### src/rtl/sd_resp_rx_pkg.sv
// Shared definitions for the SD command-line response receiver.
// - CRC7 polynomial and frame geometry constants.
// - Receiver FSM state type.
// - Default timeout and CRC start value used by the top-level parameters.
package sd_resp_rx_pkg;

  localparam logic [6:0] CRC7_POLY        = 7'h09;  // x^7 + x^3 + 1, x^7 implicit
  localparam int         RESP_LEN         = 48;
  localparam int         CRC_BITS         = 7;
  localparam int         NCR_MAX_DEFAULT  = 64;
  localparam logic [6:0] CRC_INIT_DEFAULT = 7'h00;

  typedef enum logic [2:0] {
    ST_IDLE       = 3'd0,
    ST_WAIT_START = 3'd1,
    ST_SHIFT      = 3'd2,
    ST_CHECK      = 3'd3,
    ST_DONE       = 3'd4,
    ST_HOLD       = 3'd5
  } state_e;

endpackage

### src/rtl/sd_resp_rx_if.sv
// Signal bundle between the boot FSM (master) and the response receiver (slave).
// Inputs to the receiver:  Enable, cmd_i, no_crc_i.
// Outputs of the receiver: resp_idx, resp_arg, crc_rx, crc_ok, dir_err, end_err,
//                          timeout, done, and state_o (current FSM state, for debug).
// Handshake: Enable is a level. The receiver answers one armed period with at most
// one single-cycle done pulse; all result fields are valid from that cycle and stay
// stable until Enable is dropped and raised again (the re-arm clears the flags).
interface sd_resp_rx_if;
  import sd_resp_rx_pkg::*;

  logic        Enable;
  logic        cmd_i;
  logic        no_crc_i;
  logic [5:0]  resp_idx;
  logic [31:0] resp_arg;
  logic [6:0]  crc_rx;
  logic        crc_ok;
  logic        dir_err;
  logic        end_err;
  logic        timeout;
  logic        done;
  state_e      state_o;

  modport slave (
    input  Enable, cmd_i, no_crc_i,
    output resp_idx, resp_arg, crc_rx, crc_ok, dir_err, end_err, timeout, done, state_o
  );

  modport master (
    output Enable, cmd_i, no_crc_i,
    input  resp_idx, resp_arg, crc_rx, crc_ok, dir_err, end_err, timeout, done, state_o
  );

endinterface

### src/rtl/sd_resp_rx_crc7_serial.sv
// Bit-serial CRC7 (x^7+x^3+1), MSB-first. Shared with the command transmitter.
// Ports: clk_i, rst_ni (sync, active-low, loads INIT), bit_i (data bit),
//        en_i (advance one bit), clr_i (reload INIT, wins over en_i), crc_o.
module crc7_serial
  import sd_resp_rx_pkg::*;
#(
  parameter logic [6:0] INIT = CRC_INIT_DEFAULT
) (
  input  logic       clk_i,
  input  logic       rst_ni,
  input  logic       bit_i,
  input  logic       en_i,
  input  logic       clr_i,
  output logic [6:0] crc_o
);

  logic [6:0] crc_q, crc_d;
  logic       fb;

  always_comb begin
    fb    = crc_q[6] ^ bit_i;
    crc_d = crc_q;
    if (clr_i) begin
      crc_d = INIT;
    end else if (en_i) begin
      crc_d = {crc_q[5:0], 1'b0} ^ (fb ? CRC7_POLY : 7'h00);
    end
  end

  always_ff @(posedge clk_i) begin
    if (!rst_ni) crc_q <= INIT;
    else         crc_q <= crc_d;
  end

  assign crc_o = crc_q;

endmodule

### src/rtl/sd_resp_rx.sv
// SD CMD-line response receiver: waits for a start bit, shifts in one 48-bit frame,
// recomputes CRC7 over bits 47..8 and reports index, argument and error flags.
// Ports: CLK (rising edge), RST (sync, active-low), bus (sd_resp_rx_if.slave).
// Parameters: NCR_MAX (cycles allowed for the start bit), CRC_INIT (CRC start value).
module sd_resp_rx
  import sd_resp_rx_pkg::*;
#(
  parameter int         NCR_MAX  = NCR_MAX_DEFAULT,
  parameter logic [6:0] CRC_INIT = CRC_INIT_DEFAULT
) (
  input  logic        CLK,
  input  logic        RST,
  sd_resp_rx_if.slave bus
);

  localparam int NCR_W = $clog2(NCR_MAX + 1);

  state_e           state_q, state_d;
  logic [5:0]       bit_cnt_q, bit_cnt_d;
  logic [NCR_W-1:0] ncr_cnt_q, ncr_cnt_d;
  // Holds bits 46..0; the start bit is implied by being in a frame at all.
  logic [46:0]      shreg_q, shreg_d;
  logic [5:0]       resp_idx_q, resp_idx_d;
  logic [31:0]      resp_arg_q, resp_arg_d;
  logic [6:0]       crc_rx_q, crc_rx_d;
  logic             crc_ok_q, crc_ok_d;
  logic             dir_err_q, dir_err_d;
  logic             end_err_q, end_err_d;
  logic             timeout_q, timeout_d;
  logic             done_q, done_d;
  logic             crc_en, crc_clr;
  logic [6:0]       crc_calc;

  crc7_serial #(.INIT(CRC_INIT)) u_crc (
    .clk_i  (CLK),
    .rst_ni (RST),
    .bit_i  (bus.cmd_i),
    .en_i   (crc_en),
    .clr_i  (crc_clr),
    .crc_o  (crc_calc)
  );

  always_comb begin
    state_d    = state_q;
    bit_cnt_d  = bit_cnt_q;
    ncr_cnt_d  = ncr_cnt_q;
    shreg_d    = shreg_q;
    resp_idx_d = resp_idx_q;
    resp_arg_d = resp_arg_q;
    crc_rx_d   = crc_rx_q;
    crc_ok_d   = crc_ok_q;
    dir_err_d  = dir_err_q;
    end_err_d  = end_err_q;
    timeout_d  = timeout_q;
    done_d     = 1'b0;
    crc_en     = 1'b0;
    crc_clr    = 1'b0;

    unique case (state_q)
      ST_IDLE: begin
        if (bus.Enable) begin
          state_d   = ST_WAIT_START;
          bit_cnt_d = '0;
          ncr_cnt_d = '0;
          crc_clr   = 1'b1;
          crc_ok_d  = 1'b0;
          dir_err_d = 1'b0;
          end_err_d = 1'b0;
          timeout_d = 1'b0;
        end
      end
      ST_WAIT_START: begin
        if (!bus.Enable) begin
          state_d = ST_IDLE;
        end else if (!bus.cmd_i) begin
          // Start bit (bit 47): with a zero bit the CRC step is a no-op, so a reload suffices.
          state_d   = ST_SHIFT;
          bit_cnt_d = 6'd46;
          shreg_d   = '0;
          crc_clr   = 1'b1;
        end else if (ncr_cnt_q == NCR_W'(NCR_MAX - 1)) begin
          state_d   = ST_DONE;
          timeout_d = 1'b1;
          done_d    = 1'b1;
        end else begin
          ncr_cnt_d = ncr_cnt_q + NCR_W'(1);
        end
      end
      ST_SHIFT: begin
        if (!bus.Enable) begin
          state_d = ST_IDLE;
        end else begin
          shreg_d   = {shreg_q[45:0], bus.cmd_i};
          bit_cnt_d = bit_cnt_q - 6'd1;
          crc_en    = (bit_cnt_q >= 6'd8);
          if (bit_cnt_q == 6'd0) state_d = ST_CHECK;
        end
      end
      ST_CHECK: begin
        if (!bus.Enable) begin
          state_d = ST_IDLE;
        end else begin
          state_d    = ST_DONE;
          done_d     = 1'b1;
          resp_idx_d = shreg_q[45:40];
          resp_arg_d = shreg_q[39:8];
          crc_rx_d   = shreg_q[7:1];
          crc_ok_d   = bus.no_crc_i | (crc_calc == shreg_q[7:1]);
          dir_err_d  = shreg_q[46];
          end_err_d  = ~shreg_q[0];
        end
      end
      ST_DONE: state_d = bus.Enable ? ST_HOLD : ST_IDLE;
      ST_HOLD: if (!bus.Enable) state_d = ST_IDLE;
      default: state_d = ST_IDLE;
    endcase
  end

  always_ff @(posedge CLK) begin
    if (!RST) begin
      state_q    <= ST_IDLE;
      bit_cnt_q  <= '0;
      ncr_cnt_q  <= '0;
      shreg_q    <= '0;
      resp_idx_q <= '0;
      resp_arg_q <= '0;
      crc_rx_q   <= '0;
      crc_ok_q   <= 1'b0;
      dir_err_q  <= 1'b0;
      end_err_q  <= 1'b0;
      timeout_q  <= 1'b0;
      done_q     <= 1'b0;
    end else begin
      state_q    <= state_d;
      bit_cnt_q  <= bit_cnt_d;
      ncr_cnt_q  <= ncr_cnt_d;
      shreg_q    <= shreg_d;
      resp_idx_q <= resp_idx_d;
      resp_arg_q <= resp_arg_d;
      crc_rx_q   <= crc_rx_d;
      crc_ok_q   <= crc_ok_d;
      dir_err_q  <= dir_err_d;
      end_err_q  <= end_err_d;
      timeout_q  <= timeout_d;
      done_q     <= done_d;
    end
  end

  assign bus.resp_idx = resp_idx_q;
  assign bus.resp_arg = resp_arg_q;
  assign bus.crc_rx   = crc_rx_q;
  assign bus.crc_ok   = crc_ok_q;
  assign bus.dir_err  = dir_err_q;
  assign bus.end_err  = end_err_q;
  assign bus.timeout  = timeout_q;
  assign bus.done     = done_q;
  assign bus.state_o  = state_q;

endmodule

### src/flat_wrapper.sv
// flat-port wrapper written by rule: the top's interface ports become plain ports
module sd_resp_rx_flat import sd_resp_rx_pkg::*;
#(
  parameter int         NCR_MAX  = NCR_MAX_DEFAULT,
  parameter logic [6:0] CRC_INIT = CRC_INIT_DEFAULT
)
  (CLK, RST, bus_Enable, bus_cmd_i, bus_no_crc_i, bus_resp_idx, bus_resp_arg, bus_crc_rx, bus_crc_ok, bus_dir_err, bus_end_err, bus_timeout, bus_done, bus_state_o);
  sd_resp_rx_if bus_i ();
  input  logic CLK;
  input  logic RST;
  input wire logic [$bits(bus_i.Enable)-1:0] bus_Enable;
  input wire logic [$bits(bus_i.cmd_i)-1:0] bus_cmd_i;
  input wire logic [$bits(bus_i.no_crc_i)-1:0] bus_no_crc_i;
  output wire logic [$bits(bus_i.resp_idx)-1:0] bus_resp_idx;
  output wire logic [$bits(bus_i.resp_arg)-1:0] bus_resp_arg;
  output wire logic [$bits(bus_i.crc_rx)-1:0] bus_crc_rx;
  output wire logic [$bits(bus_i.crc_ok)-1:0] bus_crc_ok;
  output wire logic [$bits(bus_i.dir_err)-1:0] bus_dir_err;
  output wire logic [$bits(bus_i.end_err)-1:0] bus_end_err;
  output wire logic [$bits(bus_i.timeout)-1:0] bus_timeout;
  output wire logic [$bits(bus_i.done)-1:0] bus_done;
  output wire logic [$bits(bus_i.state_o)-1:0] bus_state_o;
  assign bus_i.Enable = bus_Enable;
  assign bus_i.cmd_i = bus_cmd_i;
  assign bus_i.no_crc_i = bus_no_crc_i;
  assign bus_resp_idx = bus_i.resp_idx;
  assign bus_resp_arg = bus_i.resp_arg;
  assign bus_crc_rx = bus_i.crc_rx;
  assign bus_crc_ok = bus_i.crc_ok;
  assign bus_dir_err = bus_i.dir_err;
  assign bus_end_err = bus_i.end_err;
  assign bus_timeout = bus_i.timeout;
  assign bus_done = bus_i.done;
  assign bus_state_o = bus_i.state_o;
  sd_resp_rx #(.NCR_MAX(NCR_MAX), .CRC_INIT(CRC_INIT)) u_core (.CLK(CLK), .RST(RST), .bus(bus_i));
endmodule
### config.mk
export PLATFORM = sky130hd
export DESIGN_NAME = sd_resp_rx_flat
export DESIGN_NICKNAME = d
export VERILOG_FILES = /design/src/rtl/sd_resp_rx_pkg.sv /design/src/rtl/sd_resp_rx_if.sv /design/src/rtl/sd_resp_rx_crc7_serial.sv /design/src/rtl/sd_resp_rx.sv /design/src/flat_wrapper.sv
export SDC_FILE = /design/constraint.sdc
export NUM_CORES = 1
export LEC_CHECK = 0
export CORE_UTILIZATION = 55
export CTS_BUF_LIST = sky130_fd_sc_hd__clkbuf_16
export DETAILED_ROUTE_END_ITERATION = 10
export PLACE_DENSITY = 0.79
export SLEW_MARGIN = 0
export SYNTH_ARGS = -nofsm -noshare
export SYNTH_HDL_FRONTEND = slang
export SYNTH_SLANG_ARGS = --single-unit
### constraint.sdc
create_clock -name CLK -period 4 [get_ports CLK]
set_input_delay 0.8 -clock CLK [delete_from_list [all_inputs] [get_ports CLK]]
set_output_delay 0.8 -clock CLK [all_outputs]
set_load 0.03 [all_outputs]
==> metrics.cfg <==
[cells_and_area]
postLayoutCellArea_mm2 = 0.00600
synthToLayoutAreaGrowth_pct = 23.2
nFillCells = 663
finalNonFillerCells = 735
drive_gt1_share_pct = 6.03
insertedDiodeCount = 0
fin_nets = 626
utilization_pct = 71.5

[logic_synthesis]
synth_most_common_cell = nand2_1
synth.top_cell.area_share_pct = 49.4
yosys.area.top_type = dfxtp_1
synth-edff-count = 0
synth_ff_type = dfxtp_1
syn_nets = 586
syn_inst = 578
syn_area_per_cell_um2 = 8.42
synthTopCellsByCount = nand2_1 (148), dfxtp_1 (120), a21boi_0 (78)
ys_warn_count = 0
async_reset_ff_share_pct = 0
yosysSeqAreaShare_pct = 49.4
ys_ff_latch = 120
synth.area.top_cells = dfxtp_1 (49%), a21boi_0 (12%), nand2_1 (11%)
netlist_area_mm2 = 0.00487
ys_types = 40

[clock_network]
cts_buffers = 17
holdBufCountCts = 0
cts_resized = 0
clkLatencyLatePin_ns = 0.40
clock_sinks = 120
post_cts.repair.setup_buffers = 0
clk_pin_slew_ns = 0.05
cts_buffer_depth = 2
cts-root-buf = clkbuf_16
cts_tree = yes
htreeDepth = 4

[grt]
antenna_found_initial = 0
grtUsageTotal_pct = 24.7
grt_overflow = 0
grt_max_degree = 62
grt_pass1_wl_um = 17600
grt_pass1_vias = 3850

[routing]
drt-initial-drc-count = 232
drcViolationCount = 0
vias_per_cell = 5.54
wirelength_um = 10400
drt-wirelength-per-cell_um = 14.1
drtPass1Iterations = 6
vias = 4071
antenna_left = 0

[sta]
hold_viol = 0
fin_crit_sh_pct = 66.3
fin_crit_ns = 2.65
finalWorstSetupSlack_ns = 1.35
fin_skew_ns = 0.00647
rsz0062_at_grt = no
slew_viol_final = 0
timing.slew.headroom_pct = 20.1
fin_setup_tns_ns = 0
fmax_ghz = 0.377
tightest_slew_ns = 1.19
setup_viol = 0

[placed_design]
placed_cell_area_mm2 = 0.00548
place_ws_ns = 0.964
dp.cells = 704
place_congestion = 0.904
port-buffer-count = 57
hpwl_um = 6300

[setup_path]
critical_path.cell_chain = clkdlybuf4s50_1, o21ai_0, nand2b_1, nor2_4, buf_12, nand3_1, a21boi_0
critPathCaptureType = flip-flop
crit_fanout = 26
critPathLaunchType = input port
critPathRequiredTime_ns = 4.32
cp_slowest_cell = clkdlybuf4s50_1
crit_arrival_ns = 2.97
path_class = input port to flip-flop
max_stage_delay_ns = 0.55

[run]
cap_violations = 0

[floorplanning]
die_area_mm2 = 0.00923
die_x_um = 96.1
die_height_um = 96.1
ios = 58
core_area_mm2 = 0.00838
floorplan.rows = 33
start_util_pct = 58.1

[outcome]
outcome = completed

[hold_path]
hp-class = flip-flop to flip-flop

[power_and_ir_drop]
p_leak_nw = 2.02
cellPowerDensity_mw_per_mm2 = 476
irDropWorstVdd_mv = 0.283

[cells in the final DEF, fill, tap and decap left out, types with 9 or more instances in the layout]
master / count
nand2_1: 148
a21boi_1: 17
dfxtp_1: 120
clkbuf_16: 17
nand3_1: 52
clkdlybuf4s50_1: 56
nor2_1: 20
o21ai_0: 13
a21boi_0: 78
a21oi_1: 10
xnor2_1: 9
[logic make-up (layout without fill, tap and decap cells)]
family	count (synthesis)	after routing	share of synthesized area, %
compound gates	127	127	18.5
xor+xnor	13	13	2.34
fa+ha+maj	3	3	0.771
buf+inv	47	99	3.98
flops	120	120	49.4
mux	5	5	1.03
simple gates	263	263	24.1
[sequential cells by signal (all words and copies together), names as in the netlist]
register,flops
u_core.bus.done,1
u_core.shreg_q,47
u_core.bus.dir_err,1
u_core.bus.resp_arg,32
u_core.ncr_cnt_q,7
u_core.bit_cnt_q,6
u_core.bus.crc_rx,7
u_core.bus.end_err,1
u_core.bus.state_o,3
u_core.u_crc.crc_o,7
u_core.bus.timeout,1
u_core.bus.crc_ok,1
u_core.bus.resp_idx,6
[layout make-up]
class                           count  area (um^2)  share of cell area (%)
Tap cell                          105          131                    2.19
Timing Repair Buffer               63          623                    10.4
Inverter                            5         18.8                   0.313
Clock inverter                     14         95.1                    1.59
Clock buffer                       17          425                    7.10
Sequential cell                   120         2400                    40.1
Multi-Input combinational cell    411         2300                    38.4
[through the flow]
stage	total power, mW	hold slack [ns]
after floorplan	1.46	0.441
after global placement	1.53	0.451
after detailed placement	1.54	0.457
after CTS	2.87	0.465
after global routing	2.97	0.478
final	2.86	0.461
[power by group]
part,switching [mW],leakage [nW],internal (mW)
Combinational,0.192,0.795,0.0893
Clock,0.504,0.260,0.829
Sequential,0.0283,0.967,1.21
Total,0.725,2.02,2.13
[path summary, 6_finish.rpt]
kind	startpoint	end	slack [ns]	depth (start not counted)
setup / recovery	bus_cmd_i	u_core.shreg_q[44]	1.35	7
hold / removal	u_core.bus.resp_arg[16]	u_core.bus.resp_arg[16]	0.46	2
setup reg to reg	u_core.ncr_cnt_q[0]	u_core.bus.state_o[2]	1.69	6
hold reg to reg	u_core.bus.resp_arg[16]	u_core.bus.resp_arg[16]	0.46	2
[per-layer routing]
layer / vias up / GRT usage, % / routed length, um
li1: 2022 / - / -
met1: 1946 / 30.8 / 4710
met2: 87 / 40.9 / 5090
met3: 16 / 5.06 / 406
met4: 0 / 11.6 / 174
met5: - / 0 / 0
[worst max-delay path: cells and delay by family]
kind	cells	cell delay, ns
compound gates	2	0.52
buf+inv	2	0.79
simple gates	3	0.84
Note: power is estimated with default switching activity, not from simulation.
